File: src/rtl/qos_pkg.sv
// Shared definitions for the PCIe QoS ingress path.
package qos_pkg;
  localparam int NUM_VC   = 4;
  localparam int PCT_BASE = 100;

  typedef enum logic {INIT, RUN} state_t;

  typedef logic [NUM_VC-1:0] vc_vec_t;
endpackage

File: src/rtl/vc_input_buffer_if.sv
// Transaction-source / arbiter side bundle of the VC input buffer.
interface vc_input_buffer_if #(
  parameter int DATA_W = 4,
  parameter int PCT_W  = 7
);
  import qos_pkg::*;

  logic                     Set_init;
  logic [PCT_W-1:0]         Th_H;
  logic [PCT_W-1:0]         Th_L;
  logic                     Push_fifos;
  logic [1:0]               VC_ID;
  logic [DATA_W-1:0]        DataWord;
  vc_vec_t                  Pop_vc;
  logic [NUM_VC*DATA_W-1:0] Head_data;
  vc_vec_t                  Empty_vc;
  vc_vec_t                  Pause_stb;
  vc_vec_t                  Continue_stb;
  vc_vec_t                  Error_full;
  logic                     Idle;

  modport master (
    output Set_init, Th_H, Th_L, Push_fifos, VC_ID, DataWord, Pop_vc,
    input  Head_data, Empty_vc, Pause_stb, Continue_stb, Error_full, Idle
  );

  modport slave (
    input  Set_init, Th_H, Th_L, Push_fifos, VC_ID, DataWord, Pop_vc,
    output Head_data, Empty_vc, Pause_stb, Continue_stb, Error_full, Idle
  );
endinterface

File: src/rtl/vc_fifo.sv
// Per-VC first-word fall-through FIFO with flush and occupancy count.
module vc_fifo #(
  parameter int DATA_W = 4,
  parameter int DEPTH  = 8,
  localparam int LOG_D = $clog2(DEPTH),
  localparam int CNT_W = LOG_D + 1
) (
  input  logic              clk,
  input  logic              rst,
  input  logic              flush,
  input  logic              push,
  input  logic              pop,
  input  logic [DATA_W-1:0] din,
  output logic [DATA_W-1:0] data,
  output logic              empty,
  output logic              full,
  output logic [CNT_W-1:0]  count
);
  logic [DEPTH-1:0][DATA_W-1:0] mem;
  logic [LOG_D-1:0]             wr_ptr, rd_ptr;
  logic                         push_ok, pop_ok;

  assign empty   = (count == '0);
  assign full    = (count == CNT_W'(DEPTH));
  // a full FIFO still takes a push when the head leaves in the same cycle
  assign pop_ok  = pop && !empty;
  assign push_ok = push && (!full || pop_ok);
  assign data    = empty ? '0 : mem[rd_ptr];

  // storage array; contents need no reset since count gates visibility
  always_ff @(posedge clk) begin
    if (push_ok && !flush && !rst) mem[wr_ptr] <= din;
  end

  // pointers and occupancy
  always_ff @(posedge clk) begin
    if (rst || flush) begin
      wr_ptr <= '0;
      rd_ptr <= '0;
      count  <= '0;
    end else begin
      if (push_ok) wr_ptr <= wr_ptr + LOG_D'(1);
      if (pop_ok)  rd_ptr <= rd_ptr + LOG_D'(1);
      count <= count + CNT_W'(push_ok) - CNT_W'(pop_ok);
    end
  end
endmodule

File: src/rtl/vc_input_buffer.sv
// Ingress stage: steers words into four VC FIFOs and flags pause/continue/overflow.
module vc_input_buffer
  import qos_pkg::*;
#(
  parameter int DATA_W = 4,
  parameter int DEPTH  = 8,
  parameter int PCT_W  = 7
) (
  input  logic            CLK,
  input  logic            Reset,
  vc_input_buffer_if.slave bus
);
  localparam int LOG_D  = $clog2(DEPTH);
  localparam int CNT_W  = LOG_D + 1;
  localparam int MATH_W = PCT_W + LOG_D + 1;

  state_t                           state;
  logic [CNT_W-1:0]                 hi_cnt, lo_cnt, hi_calc, lo_calc;
  logic [PCT_W-1:0]                 th_h_c, th_l_c;
  logic [MATH_W-1:0]                hi_prod, lo_prod;
  logic                             active, flush, idle_nx;
  vc_vec_t                          push_v, pop_v, push_ok, pop_ok;
  vc_vec_t                          empty, full, paused;
  vc_vec_t                          pause_nx, cont_nx, err_nx;
  logic [NUM_VC-1:0][CNT_W-1:0]     cnt, next_cnt;
  logic [NUM_VC-1:0][DATA_W-1:0]    head;

  // traffic only flows in RUN; a Set_init in RUN flushes instead
  assign active = (state == RUN) && !bus.Set_init;
  assign flush  = (state == RUN) && bus.Set_init;

  // clamp to 100 %, then hi rounds up and lo rounds down
  assign th_h_c  = (bus.Th_H > PCT_W'(PCT_BASE)) ? PCT_W'(PCT_BASE) : bus.Th_H;
  assign th_l_c  = (bus.Th_L > PCT_W'(PCT_BASE)) ? PCT_W'(PCT_BASE) : bus.Th_L;
  assign hi_prod = MATH_W'(th_h_c) * MATH_W'(DEPTH) + MATH_W'(PCT_BASE - 1);
  assign lo_prod = MATH_W'(th_l_c) * MATH_W'(DEPTH);
  assign hi_calc = CNT_W'(hi_prod / MATH_W'(PCT_BASE));
  assign lo_calc = CNT_W'(lo_prod / MATH_W'(PCT_BASE));

  for (genvar v = 0; v < NUM_VC; v++) begin : g_vc
    vc_fifo #(.DATA_W(DATA_W), .DEPTH(DEPTH)) u_fifo (
      .clk   (CLK),
      .rst   (Reset),
      .flush (flush),
      .push  (push_v[v]),
      .pop   (pop_v[v]),
      .din   (bus.DataWord),
      .data  (head[v]),
      .empty (empty[v]),
      .full  (full[v]),
      .count (cnt[v])
    );
  end

  assign bus.Head_data = head;
  assign bus.Empty_vc  = empty;

  // per-VC demux, post-edge count and strobe conditions
  always_comb begin
    push_v   = '0;
    pop_v    = '0;
    push_ok  = '0;
    pop_ok   = '0;
    pause_nx = '0;
    cont_nx  = '0;
    err_nx   = '0;
    next_cnt = cnt;
    idle_nx  = 1'b1;
    for (int v = 0; v < NUM_VC; v++) begin
      push_v[v]   = active && bus.Push_fifos && (bus.VC_ID == 2'(v));
      pop_v[v]    = active && bus.Pop_vc[v];
      pop_ok[v]   = pop_v[v] && !empty[v];
      push_ok[v]  = push_v[v] && (!full[v] || pop_ok[v]);
      err_nx[v]   = push_v[v] && full[v] && !pop_ok[v];
      next_cnt[v] = cnt[v] + CNT_W'(push_ok[v]) - CNT_W'(pop_ok[v]);
      pause_nx[v] = (next_cnt[v] >= hi_cnt) && (cnt[v] < hi_cnt);
      // continue only on a net drain, and never alongside a pause
      cont_nx[v]  = paused[v] && pop_ok[v] && !push_ok[v] &&
                    (next_cnt[v] <= lo_cnt) && !pause_nx[v];
      if (next_cnt[v] != '0) idle_nx = 1'b0;
    end
  end

  // mode FSM, threshold latch, paused flags and registered strobes
  always_ff @(posedge CLK) begin
    if (Reset) begin
      state            <= INIT;
      hi_cnt           <= '0;
      lo_cnt           <= '0;
      paused           <= '0;
      bus.Pause_stb    <= '0;
      bus.Continue_stb <= '0;
      bus.Error_full   <= '0;
      bus.Idle         <= 1'b1;
    end else begin
      case (state)
        INIT: begin
          hi_cnt <= hi_calc;
          lo_cnt <= lo_calc;
          if (!bus.Set_init) state <= RUN;
        end
        RUN: if (bus.Set_init) state <= INIT;
      endcase
      paused           <= flush ? '0 : ((paused | pause_nx) & ~cont_nx);
      bus.Pause_stb    <= pause_nx;
      bus.Continue_stb <= cont_nx;
      bus.Error_full   <= err_nx;
      bus.Idle         <= flush ? 1'b1 : idle_nx;
    end
  end
endmodule
File: src/flat_wrapper.sv
// flat-port wrapper written by rule: the top's interface ports become plain ports
module vc_input_buffer_flat import qos_pkg::*;
#(
  parameter int DATA_W = 4,
  parameter int DEPTH  = 8,
  parameter int PCT_W  = 7
)
  (CLK, Reset, bus_Set_init, bus_Th_H, bus_Th_L, bus_Push_fifos, bus_VC_ID, bus_DataWord, bus_Pop_vc, bus_Head_data, bus_Empty_vc, bus_Pause_stb, bus_Continue_stb, bus_Error_full, bus_Idle);
  vc_input_buffer_if #(.DATA_W(DATA_W), .PCT_W(PCT_W)) bus_i ();
  input  logic CLK;
  input  logic Reset;
  input wire logic [$bits(bus_i.Set_init)-1:0] bus_Set_init;
  input wire logic [$bits(bus_i.Th_H)-1:0] bus_Th_H;
  input wire logic [$bits(bus_i.Th_L)-1:0] bus_Th_L;
  input wire logic [$bits(bus_i.Push_fifos)-1:0] bus_Push_fifos;
  input wire logic [$bits(bus_i.VC_ID)-1:0] bus_VC_ID;
  input wire logic [$bits(bus_i.DataWord)-1:0] bus_DataWord;
  input wire logic [$bits(bus_i.Pop_vc)-1:0] bus_Pop_vc;
  output wire logic [$bits(bus_i.Head_data)-1:0] bus_Head_data;
  output wire logic [$bits(bus_i.Empty_vc)-1:0] bus_Empty_vc;
  output wire logic [$bits(bus_i.Pause_stb)-1:0] bus_Pause_stb;
  output wire logic [$bits(bus_i.Continue_stb)-1:0] bus_Continue_stb;
  output wire logic [$bits(bus_i.Error_full)-1:0] bus_Error_full;
  output wire logic [$bits(bus_i.Idle)-1:0] bus_Idle;
  assign bus_i.Set_init = bus_Set_init;
  assign bus_i.Th_H = bus_Th_H;
  assign bus_i.Th_L = bus_Th_L;
  assign bus_i.Push_fifos = bus_Push_fifos;
  assign bus_i.VC_ID = bus_VC_ID;
  assign bus_i.DataWord = bus_DataWord;
  assign bus_i.Pop_vc = bus_Pop_vc;
  assign bus_Head_data = bus_i.Head_data;
  assign bus_Empty_vc = bus_i.Empty_vc;
  assign bus_Pause_stb = bus_i.Pause_stb;
  assign bus_Continue_stb = bus_i.Continue_stb;
  assign bus_Error_full = bus_i.Error_full;
  assign bus_Idle = bus_i.Idle;
  vc_input_buffer #(.DATA_W(DATA_W), .DEPTH(DEPTH), .PCT_W(PCT_W)) u_core (.CLK(CLK), .Reset(Reset), .bus(bus_i));
endmodule
File: config.mk
export PLATFORM = sky130hd
export DESIGN_NAME = vc_input_buffer_flat
export DESIGN_NICKNAME = d
export VERILOG_FILES = /design/src/rtl/qos_pkg.sv /design/src/rtl/vc_input_buffer_if.sv /design/src/rtl/vc_fifo.sv /design/src/rtl/vc_input_buffer.sv /design/src/flat_wrapper.sv
export SDC_FILE = /design/constraint.sdc
export NUM_CORES = 1
export LEC_CHECK = 0
export ABC_AREA = 1
export ABC_CLOCK_PERIOD_IN_PS = 4900
export BUFFER_PORTS_ARGS = -buffer_cell sky130_fd_sc_hd__buf_2
export CORE_MARGIN = 1
export CORE_UTILIZATION = 25
export CTS_BUF_LIST = sky130_fd_sc_hd__clkbuf_8
export DETAILED_ROUTE_END_ITERATION = 7
export PLACE_DENSITY = 0.47
export REMOVE_ABC_BUFFERS = 1
export SLEW_MARGIN = 20
export SYNTH_ARGS = -nofsm -noshare
export SYNTH_HDL_FRONTEND = slang
export SYNTH_SLANG_ARGS = --single-unit
export TNS_END_PERCENT = 50
File: constraint.sdc
create_clock -name CLK -period 4.9 [get_ports CLK]
set_input_delay 1.225 -clock CLK [delete_from_list [all_inputs] [get_ports CLK]]
set_output_delay 1.225 -clock CLK [all_outputs]
set_load 0.01 [all_outputs]
======== After elaboration in Yosys (flattened, before gate mapping) ========
Cells that the tools add are included.
word-level totals
  output and inout bits ................... 33
  logic and storage cells ................. 235
  input bits .............................. 28
  register bits after elaboration ......... 194
cells by class
  reduce and logical (&&, ||, !) cells .... 97
  magnitude comparators ................... 26
  equal/unequal tests ..................... 7
  muxes and demuxes ....................... 31
  add/subtract/negate cells ............... 17
  div/mod/pow operators ................... 2
  bitwise logic cells ..................... 3
operators with widths
  kind                   count
  $bwmux 32              4
  $logic_and 1x1->1      59
  $bmux 4 s3             4
  $demux 4 s3            4
  $mux 4                 12
  $lt 3x4->1 const B     8
  $add 3x1->3 const B    8
  $logic_not 1->1        23
  $add 4x1->4            4
  $eq 4x4->1 const B     4
  $ge 4x4->1             4
  $le 4x4->1             4
  $logic_not 4->1        4
  $lt 4x4->1             4
  $reduce_bool 4->1      4
  $sub 4x1->4            4
  $gt 7x7->1 const B     2
  $mux 7                 2
  $ge 3x1->1 const B     4
  $add 10x7->11 const B  1
  $div 10x7->11 const B  1
  $div 11x7->11 const B  1
  $logic_or 1x1->1       5
  $mux 1                 5
  7 further kinds        8

======== Depth between registers and ports, before layout ========
Gate-level depths: netlist (run 1).
  word-level depth ........................ 14
  gate-level depth with buffers ........... 28
  depth with buffers taken out ............ 28

======== By module ========
From an unflattened synthesis (run 1), not the netlist that was laid out.
second synthesis, totals
  cell total of the unflattened synthesis .. 1,348
  area, all modules ....................... 11,690.0 um^2
by module, submodules not included
  module                                cells each  times used  area an instance (um^2)
  vc_fifo at u_core.g_vc[0].u_fifo ...  210         3           2,033.2
  vc_input_buffer                       505         1           3,568.4
  vc_fifo at u_core.g_vc[3].u_fifo      213         1           2,021.9

======== Worst setup path after synthesis (run 1) ========
No wires, ideal clock.
  path type ............................... input -> register
  start point ............................. in bus_Set_init
  end point ............................... reg u_core.paused[0]
  stages .................................. 18
  arrival ................................. 3.917 ns
  setup slack ............................. 0.856 ns
  path through ............................ nor2_1 > nand2_1 > nor3_1 > nand2_1 > ha_1 > inv_1 > ha_1 > fa_1 > xnor2_1 > inv_1 > ha_1 > nand2_1 > inv_1 > o21ai_0 > a32o_1 > nand4_1 > a21oi_1 > nor2_1
RTL lines
  item                  line                    text
  start, declared       flat_wrapper.sv:12      input wire logic [$bits(bus_i.Set_init)-1:0] bus_Set_init;
  end signal, assigned  vc_input_buffer.sv:104  paused <= flush ? '0 : ((paused | pause_nx) & ~cont_nx);
  end, declared         vc_input_buffer.sv:23   vc_vec_t empty, full, paused;

==> flow_summary.yaml, run 1 <==
worst_hold_path:
  min_path_type: "reg -> reg"
  whs_path_depth: 2
  worstHoldStart: "u_core.g_vc[2].u_fifo.wr_ptr[0]"
  hold_path_end: "u_core.g_vc[2].u_fifo.wr_ptr[0]"
status:
  status: "completed"
sta:
  timing.fmax_mhz: 253
  hold_viol_final: 0
  setup_viol: 0
  finalClockSkew_ns: 0.0202
  period_needed_ns: 3.95
  fin_crit_sh_pct: 80.5
  tns_ns: 0
  rsz0062_at_grt: "no"
  slew_headroom_pct: 46.7
  finalMaxSlewViolations: 0
  tightest_slew_ns: 0.794
floorplanning:
  die_w_um: 204
  design.portCount: 61
  row_count: 73
  coreArea_sq_mm: 0.0399
  die_y_um: 204
  start_util_pct: 25.5
  die_area_sq_mm: 0.0415
placement:
  io_buffer_count: 60
  place_congestion: 0.810
  hpwlAfterDp_um: 17500
worst_setup_path:
  worstReg2RegEnd: "u_core.paused[2]"
  cp_max_fo: 7
  required_ns: 5.29
  crit_chain: "buf_2, nor2_1, buf_4, nand2_1, nor3_1, nand2_1, ha_1, inv_1, ha_1, fa_1, xnor2_1, inv_1, ha_1, o21ai_0, nand2_1, a21oi_1, nor3_1, a21oi_1, nor2_1"
  reg2reg_slack_ns: 0.96
  slowest_stage: "fa_1"
  cp-start-kind: "primary input"
  rr_worst_depth: 19
  cp.arrival_ns: 4.33
  end_kind: "register"
  slowest_delay_ns: 0.38
  timing.rr.start: "u_core.state"
  path_class: "in -> reg"
clock_network:
  cts_setup_buffers: 0
  post_cts_resized: 0
  cts_root_buffer: "clkbuf_8"
  clock_sinks: 194
  cts.path.max_buffers: 2
  holdBufCountCts: 0
  numCtsBuffers: 17
  clock_latency_ns: 0.49
  ctsHtreeMaxLevel: 4
  cts_tree: "built"
  cts.reportedPaths.clkPinSlew_ns: 0.11
drt:
  vias_per_cell: 4.39
  drtIter0Drc: 410
  drt-wirelength-per-cell_um: 14.3
  antenna_left: 0
  drc: 0
  finalWirelength_um: 24200
  firstDrtPassIters: 4
  via_count: 7452
synth:
  synth.ff_latch_count: 194
  synth_top_flop_cell: "edfxtp_1"
  async_flop_share_pct: 0
  syn_area_per_cell_sq_um: 9.27
  synth_area_sq_mm: 0.0102
  netlist_top_cells_area: "edfxtp_1 38%, dfxtp_1 13%, ha_1 10%"
  synth_enable_flop_cells: 128
  yosysTopAreaCell: "edfxtp_1"
  synth.top_cell.area_share_pct: 37.8
  yosysWarningCount: 0
  ys_types: 46
  yosysSeqAreaShare_pct: 50.7
  netlist_instances: 1098
pwr:
  vdd_drop_max_mv: 0.169
  power_density_mw_per_mm2: 368
  power.leakage_uw: 0.00475
cells_and_area:
  syn_to_final_growth_pct: 13.3
  antenna_cells: 0
  nNetsFinal: 1274
  drive_gt1_share_pct: 13.1
  fin_util_pct: 28.9
grt:
  antenna_found_initial: 1
  gr-usage-all-layers_pct: 12.1
  grt_overflow: 0
  grt_pass1_vias: 7060
  grt_pass1_wl_um: 38700
  grt_max_degree: 33
flow_run:
  maxCapViolCount: 0
-- layer usage --
| metal | wire length, um | GRT usage (%) | up-vias | part of all wire, % |
|---|---|---|---|---|
| li1 | - | - | 3879 | - |
| met1 | 12300 | 16.9 | 3443 | 51 |
| met2 | 10800 | 19.0 | 111 | 45 |
| met3 | 721 | 1.95 | 17 | 3.0 |
| met4 | 341 | 3.49 | 2 | 1.4 |
| met5 | 8 | 0 | - | 0.033 |
-- state kept, by name, summed over array words and instances (netlist names) --
register                   cells
u_core.g_vc.u_fifo.mem       128
u_core.g_vc.u_fifo.wr_ptr     12
u_core.state                   1
u_core.g_vc.u_fifo.count      16
u_core.paused                  4
u_core.g_vc.u_fifo.rd_ptr     12
u_core.lo_cnt                  4
u_core.bus.Error_full          4
u_core.hi_cnt                  4
u_core.bus.Pause_stb           4
u_core.bus.Continue_stb        4
u_core.bus.Idle                1
-- per-stage QoR --
step | hold slack (ns) | area [sq um] | std cells | setup WS (ns) | total power, uW
2_1_floorplan | 0.457 | 10000 | 1068 | 0.812 | 2780
3_3_place_gp | 0.476 | 11100 | 1664 | 0.483 | 3150
3_5_place_dp | 0.479 | 11100 | 1664 | 0.438 | 3150
4_1_cts | 0.507 | 11500 | 1696 | 0.913 | 4290
5_1_grt | 0.531 | 11500 | 1696 | 0.526 | 4550
6_report | 0.505 | 11500 | 1696 | 0.955 | 4240
-- how the worst max path moves through the flow --
stage	to	start	slack, ns
4_1_cts	u_core.paused[2]	u_core.state	0.91
3_3_place_gp	u_core.paused[2]	bus_Set_init	0.48
6_report	u_core.paused[2]	bus_Set_init	0.95
2_1_floorplan	u_core.paused[0]	bus_Set_init	0.81
5_1_grt	u_core.paused[2]	u_core.state	0.53
3_5_place_dp	u_core.paused[2]	bus_Set_init	0.44
-- cell type report --
type                    instances  area [sq um]
well taps                     525           657
repair buffers                 71           383
inverters                     147           553
flip-flops and latches        194          5160
multi-input cells             727          4340
clock inverters                15           194
fillers                      4235         28400
clock buffers                  17           234
-- placed cells by master, fill, tap and decap left out, drive strengths merged --
cell      netlist  layout
buf             6      71
nor3           31      31
bufinv          0       2
nand3          47      47
o2111ai         1       1
ha             84      84
a21boi          2       2
o211ai          2       2
inv           144     152
nand4          13      13
o41ai           1       1
clkbuf         24      17
o21bai          1       1
xor2            7       7
nor4            5       5
clkinv          3       7
o22ai          17      17
nand2         133     133
xnor2           4       4
or2             1       1
fa              4       4
nand3b          2       2
o21a           10      10
o21ai         119     119
nor2          167     167
clkinvlp        0       1
nor3b           2       2
a32o            2       2
edfxtp        128     128
a21oi          54      54
a31oi          18      18
dfxtp          66      66
-- worst max-delay path: cells and delay by family --
kind                     cells  cell delay [ns]
AND/OR/NAND/NOR              7             0.88
XOR/XNOR                     1             0.25
AO/OA/AOI/OAI                3             0.35
adder cells (fa/ha/maj)      4             1.18
buffers and inverters        4             0.45
-- cell usage after synthesis, types with 2 or more instances --
master    number
nor2_1       157
inv_1        137
edfxtp_1     128
o21ai_0      115
nand2_1      112
ha_1          84
dfxtp_1       66
a21oi_1       53
nand3_1       43
nor3_1        31
clkbuf_1      24
a31oi_1       18
o22ai_1       17
nand4_1       13
nand2_2       12
o21a_1        10
nand2_4        9
inv_2          7
nor2_2         7
xor2_1         7
nor4_1         5
buf_4          4
fa_1           4
xnor2_1        4
nand3_2        3
a32o_1         2
clkinv_1       2
nand3b_1       2
nor2_4         2
nor3b_1        2
o211ai_1       2
o21ai_2        2
-- power by group --
group | switching (uW) | internal, uW | leakage, uW
sequential | 55.1 | 1810 | 0.00169
clock | 645 | 481 | 0.000215
combinational | 774 | 474 | 0.00285
-- kinds of logic (layout without fill, tap and decap cells) --
family / count (synthesis) / count (layout) / share of synthesized area [%]
fa+ha+maj: 88 / 88 / 11.1
flops: 194 / 194 / 50.7
compound gates: 227 / 227 / 12.4
simple gates: 401 / 401 / 18.1
buf+inv: 177 / 250 / 6.70
xor+xnor: 11 / 11 / 0.947
Power figures use the tool's default switching activity.
==> run 2, diff against run 1 <==
ABC_AREA = 0   (was 1)
ABC_CLOCK_PERIOD_IN_PS = 3350   (was 4900)
PLACE_DENSITY = 0.48   (was 0.47)
clock period = 3.35 ns   (was 4.9 ns; I/O delays follow)
==> run 2 against run 1 <==
  * Clock skew barely moved
  * Flip-flop and latch count is the same
  * Critical path depth unchanged
  * Setup slack lost 1.2 ns
  * Synthesized cell count is 23% lower
  * Combinational power is 11% lower
  * Die area down 0.67%
  * Area after synthesis fell by 0.68%
  * Total power increased by 23%
  * Final cell count decreased by 6.5%
  * Largest cell class unchanged
  * The flow now finishes with violations (setup timing)
==> flow_summary.yaml, run 2 <==
status:
  status: "finished, violations left"
  violations: "setup timing"
drt:
  antenna_left: 0
  drtIter0Drc: 325
  wl_met1_um: 10700
  vias_per_cell: 4.29
  met3_wirelength_um: 642
  drt-wirelength-per-cell_um: 14.9
  finalWirelength_um: 23600
  firstDrtPassIters: 4
  routed.top_layer: "met5"
  drc: 0
  via_count: 6803
  wl_met2_um: 12000
pwr:
  power.leakage_uw: 0.00496
  vdd_drop_max_mv: 0.239
  power_density_mw_per_mm2: 401
placement:
  place_congestion: 0.768
  dp.cells: 1539
  io_buffer_count: 60
  hpwlAfterDp_um: 17100
  placed_cell_area_sq_mm: 0.0120
synth:
  syn_area_per_cell_sq_um: 12.0
  synth_enable_flop_cells: 128
  synth.ff_latch_count: 194
  synth.top_cell.area_share_pct: 38.0
  yosysMostFrequentCell: "edfxtp_1"
  netlist_instances: 841
  yosysTopAreaCell: "edfxtp_1"
  netlist_top_cells_area: "edfxtp_1 38%, dfxtp_1 13%, ha_1 10%"
  async_flop_share_pct: 0
  netlist_top_cells_count: "128 x edfxtp_1, 115 x nor2_1, 84 x ha_1"
  ys_types: 81
  synth_top_flop_cell: "edfxtp_1"
  yosysWarningCount: 0
  synth_area_sq_mm: 0.0101
  yosysSeqAreaShare_pct: 51.1
worst_setup_path:
  slowest_delay_ns: 0.57
  cp_num_buf_inv: 2
  path_class: "in -> reg"
  cp.arrival_ns: 3.94
  end_kind: "register"
  timing.rr.start: "u_core.g_vc[3].u_fifo.count[2]"
  reg2reg_slack_ns: -0.20
  path_delay_family: "simple AND/OR/NAND/NOR gates"
  crit_chain: "buf_8, nor2b_4, nand2_2, nor2_4, nor2_2, or3_4, ha_4, inv_2, ha_4, fa_2, ha_4, nor2b_4, o21ai_2, nand2b_1, a21oi_2, a41oi_2, nor2_1, nand2_1, and3_1"
  cp_common_cell: "ha_4"
  cp-start-kind: "primary input"
  required_ns: 3.73
  cp_max_fo: 5
  worstReg2RegEnd: "u_core.paused[3]"
  rr_worst_depth: 19
  slowest_stage: "fa_2"
worst_hold_path:
  hold_path_end: "u_core.bus.Continue_stb[1]"
  min_path_type: "reg -> reg"
  whs_path_depth: 2
  worstHoldStart: "u_core.paused[1]"
clock_network:
  clock_latency_ns: 0.49
  cts.reportedPaths.clkPinSlew_ns: 0.10
  ctsHtreeMaxLevel: 4
  cts_tree: "built"
  cts.path.max_buffers: 2
  numCtsBuffers: 17
  clock_sinks: 194
  cts_root_buffer: "clkbuf_8"
cells_and_area:
  nNetsFinal: 1164
  regMostFlops: "u_core.g_vc.u_fifo.mem"
  seqCellArea_sq_mm: 0.00517
  final_cell_mix: "157 x buf_4, 128 x edfxtp_1, 107 x nor2_1"
  stdcell_count: 1586
  mostFrequentLayoutCell: "buf_4"
  drive_gt1_share_pct: 36.8
  syn_to_final_growth_pct: 28.8
  largestRegisters: "u_core.g_vc.u_fifo.mem x128, u_core.g_vc.u_fifo.count x16"
  multiInputGateArea_sq_mm: 0.00510
  antenna_cells: 0
  largest_reg_flops: 128
  fin_area_sq_mm: 0.0130
  num-fill-cells: 4043
floorplanning:
  row_count: 73
  design.portCount: 61
  die_area_sq_mm: 0.0412
  die_w_um: 203
  coreArea_sq_mm: 0.0398
  die_y_um: 203
  start_util_pct: 25.4
sta:
  fin_ws_ns: -0.212
  tightest_slew_ns: 0.663
  period_needed_ns: 3.56
  finalMaxSlewViolations: 0
  finalClockSkew_ns: 0.0199
  setup_viol: 13
  rsz0062_at_grt: "yes"
  fin_crit_sh_pct: 106
  timing.fmax_mhz: 281
  slew_headroom_pct: 55.5
  hold_viol_final: 0
grt:
  grt_pass1_wl_um: 37400
  grt_pass1_vias: 7084
  antenna_found_initial: 1
  gr-usage-all-layers_pct: 11.8
  grt_max_degree: 33
  grt_overflow: 0
flow_run:
  maxCapViolCount: 0
run 2: cell types whose count changed in the layout (fill, tap and decap cells not counted), moves of 25 or more:
cell,change
buf_4,+146
inv_1,-93
nor2_1,-50
mux2i_1,+25
nand2b_1,+27
o21ai_0,-105
nand2_1,-78
mux4_2,+32
nand3_1,-35
a21oi_1,-28
run 2: area by class of cell:
class	count	area share [%]
multi-input cells	563	39.2
repair buffers	220	11.8
inverters	52	1.52
clock inverters	15	0.990
flip-flops and latches	194	39.7
clock buffers	17	1.80
well taps	525	5.05
run 2: through the flow:
step / hold WS [ns] / worst slack, ns / total power, uW / utilization, % / setup TNS [ns]
6_report: 0.458 / -0.212 / 5230 / 32.7 / -1.46
5_1_grt: 0.469 / -0.344 / 5490 / 32.7 / -2.96
4_1_cts: 0.460 / -0.263 / 5220 / 31.8 / -2.19
3_5_place_dp: 0.430 / -0.943 / 3710 / 30.2 / -12.35
3_3_place_gp: 0.421 / -0.875 / 3700 / 30.2 / -11.31
2_1_floorplan: 0.416 / -0.902 / 3240 / - / -9.49
run 2: report_power, final:
part / internal [uW] / total (uW) / switching [uW]
Clock: 595 / 1470 / 872
Sequential: 2600 / 2650 / 45.0
Combinational: 567 / 1110 / 546
run 2: worst max-delay path by stage:
stage / from / to / slack, ns / cells after the start
6_report: bus_Set_init / u_core.paused[2] / -0.21 / 19
5_1_grt: u_core.g_vc[3].u_fifo.count[2] / u_core.paused[3] / -0.34 / 19
3_5_place_dp: bus_Set_init / u_core.paused[3] / -0.94 / 20
2_1_floorplan: bus_Set_init / u_core.paused[2] / -0.90 / 18
4_1_cts: u_core.state / u_core.bus.Continue_stb[1] / -0.26 / 19
3_3_place_gp: bus_Set_init / u_core.bus.Continue_stb[1] / -0.88 / 19
run 2: worst min-delay path: cells and delay by family (launching register included):
family	cells	cell delay, ns
buffers and inverters	1	0.06
flip-flops	1	0.32
AND/OR/NAND/NOR	1	0.04
run 2: repair_timing:
item | in CTS | in global routing
gates resized for setup | 52 | 62
endpoints found under the setup margin | 13 | 15
hold buffers | 0 | 0
pin swaps | 40 | 46
buffers inserted | 13 | 5
run 2: logic make-up after synthesis:
family	Yosys count	synth area share, %
AOI/OAI and AO/OA	118	8.55
muxes	60	9.96
DFF	194	51.1
buffers and inverters	84	3.35
and+or+nand+nor	263	12.8
adders and majority gates	89	11.3
xor gates and xnor gates	33	2.93
run 2: layer usage:
| layer | GRT usage (%) | vias up |
|---|---|---|
| met4 | 3.33 | 2 |
| met3 | 2.20 | 21 |
| met1 | 14.2 | 3252 |
| met2 | 21.2 | 71 |
| li1 | - | 3457 |
| met5 | 0 | - |
==> run 3, diff against run 2 <==
CORE_ASPECT_RATIO = 0.6   (was default)
RECOVER_POWER = 50   (was default)
==> run 3 against run 2 <==
  * Critical path type unchanged
  * Die area barely moved
  * Setup slack got worse by 0.064 ns
  * The flow finishes with violations (capacitance limit, slew limit, setup timing)
  * Clock power rose by 7%
  * Maximum frequency fell by 1.8%
  * Total power rose by 1.5%
  * Critical path depth did not move
  * Final cell count rose by 0.32%
  * Non-clock buffer count rose by 7
  * Sequential power barely moved
  * Clock skew fell by 0.0049 ns
  * Flip-flop and latch count did not move
  * Largest power group unchanged
==> flow_summary.yaml, run 3 (synthesis gave the netlist of run 2 again) <==
sta:
  fin_crit_sh_pct: 108
  hold_viol_final: 0
  finalClockSkew_ns: 0.0150
  rsz0062_at_grt: "yes"
  setup_viol: 13
  slew_headroom_pct: -2.88
  tightest_slew_ns: 1.54
  finalMaxSlewViolations: 66
  fin_ws_ns: -0.276
  period_needed_ns: 3.63
  timing.fmax_mhz: 276
clock_network:
  cts.reportedPaths.clkPinSlew_ns: 0.11
  numCtsBuffers: 17
  cts.path.max_buffers: 2
  holdBufCountCts: 0
  cts_tree: "built"
  cts_root_buffer: "clkbuf_8"
  clock_sinks: 194
  ctsHtreeMaxLevel: 4
  clock_latency_ns: 0.49
cells_and_area:
  final_cell_mix: "161 x buf_4, 128 x edfxtp_1, 107 x nor2_1"
  drive_gt1_share_pct: 37.0
  stdcell_count: 1591
  largestRegisters: "u_core.g_vc.u_fifo.mem x128, u_core.g_vc.u_fifo.count x16"
  mostFrequentLayoutCell: "buf_4"
  syn_to_final_growth_pct: 30.0
  regMostFlops: "u_core.g_vc.u_fifo.mem"
  nNetsFinal: 1171
  largest_reg_flops: 128
flow_run:
  maxCapViolCount: 2
pwr:
  power_switching_uw: 1530
  power.leakage_uw: 0.00498
  seqPwrFrac_pct: 49.8
  p_clk_share_pct: 29.5
  vdd_drop_max_mv: 0.235
  combPwrFrac_pct: 20.7
  internal-power_uw: 3770
  switching_share_pct: 28.9
  finalPower_uw: 5310
  power_density_mw_per_mm2: 404
worst_setup_path:
  rr_worst_depth: 18
  cp.arrival_ns: 4.01
  timing.rr.start: "u_core.state"
  reg2reg_slack_ns: -0.20
  worstReg2RegEnd: "u_core.paused[0]"
  end_kind: "register"
  cp_max_fo: 5
  required_ns: 3.73
  cp-start-kind: "primary input"
  worstSetupStartpoint: "bus_Set_init"
  path_class: "in -> reg"
grt:
  grt_pass1_wl_um: 39900
  grt_pass1_vias: 7129
  grt_overflow: 0
  gr-usage-all-layers_pct: 12.6
  antenna_found_initial: 1
  grt_max_degree: 33
status:
  violations: "capacitance limit, slew limit, setup timing"
  status: "finished, violations left"
drt:
  drt-wirelength-per-cell_um: 15.5
  drtIter0Drc: 340
  antenna_left: 0
  firstDrtPassIters: 4
  finalWirelength_um: 24600
  drc: 0
  vias_per_cell: 4.38
  via_count: 6967
placement:
  place_congestion: 0.799
  hpwlAfterDp_um: 18000
  io_buffer_count: 60
  dp.cells: 1526
  dp_slack_ns: -1.06
floorplanning:
  start_util_pct: 25.6
  coreArea_sq_mm: 0.0394
  die_y_um: 158
  die_area_sq_mm: 0.0413
  row_count: 56
  design.portCount: 61
  die_w_um: 262
worst_hold_path:
  hold_path_end: "u_core.bus.Continue_stb[1]"
  worstHoldStart: "u_core.paused[1]"
  min_path_type: "reg -> reg"
  whs_path_depth: 2
==> run 3: metrics by stage <==
step | setup TNS, ns | utilization, % | area (sq um) | hold slack (ns)
5_1_grt | -3.79 | 33.3 | 13100 | 0.449
3_3_place_gp | -12.61 | 30.3 | 11900 | 0.420
4_1_cts | -1.36 | 32.7 | 12900 | 0.422
2_1_floorplan | -9.49 | - | 9970 | 0.416
6_report | -1.72 | 33.3 | 13100 | 0.475
3_5_place_dp | -13.40 | 30.3 | 11900 | 0.448
==> run 3: how the worst max path moves through the flow <==
| stage | slack (ns) | cells after the start | endpoint |
|---|---|---|---|
| floorplan | -0.90 | 18 | u_core.paused[2] |
| global placement | -0.99 | 18 | u_core.paused[3] |
| detailed placement | -1.06 | 18 | u_core.paused[3] |
| CTS | -0.23 | 20 | u_core.paused[0] |
| global route | -0.36 | 18 | u_core.paused[0] |
| finish | -0.28 | 19 | u_core.paused[0] |
==> run 3: final cells by class <==
class / instances / area, sq um
Inverter: 52 / 195
Sequential cell: 194 / 5170
Timing Repair Buffer: 227 / 1590
Fill cell: 3924 / 26300
Tap cell: 522 / 653
Multi-Input combinational cell: 563 / 5120
Clock buffer: 17 / 234
Antenna cell: 1 / 2.50
Clock inverter: 15 / 174
==> run 3: power by group through the flow <==
stage          clock network, uW  registers [uW]  logic, uW
5_1_grt                     1710            2650       1230
3_3_place_gp                   0            2700        979
3_5_place_dp                   0            2700        982
4_1_cts                     1640            2640       1050
6_report                    1570            2640       1100
2_1_floorplan                  0            2690        551
==> run 3: critical path, stage by stage <==
cell      delay, ns
buf_8          0.10
nor2b_4        0.11
buf_8          0.15
buf_6          0.11
nand3b_1       0.09
or3_4          0.40
ha_4           0.27
inv_2          0.04
ha_4           0.15
fa_2           0.61
ha_4           0.22
nor2b_1        0.12
o21ai_1        0.12
nand2b_1       0.09
a21oi_2        0.17
a41oi_2        0.06
nor2_1         0.12
nand2_1        0.07
and3_1         0.17
==> run 3: per-layer routing <==
metal / up-vias / track usage [%] / share of wire [%]
li1: 3493 / - / -
met1: 3377 / 18.5 / 54
met2: 78 / 18.9 / 42
met3: 19 / 2.42 / 2.4
met4: 0 / 2.74 / 1.4
met5: - / 0 / 0
==> run 3: repair_timing <==
| item | CTS | global route |
|---|---|---|
| gates cloned | 0 | 0 |
| setup endpoints to repair | 13 | 16 |
| setup buffers | 28 | 6 |
| gates resized for setup | 79 | 44 |
| pin swaps | 57 | 31 |
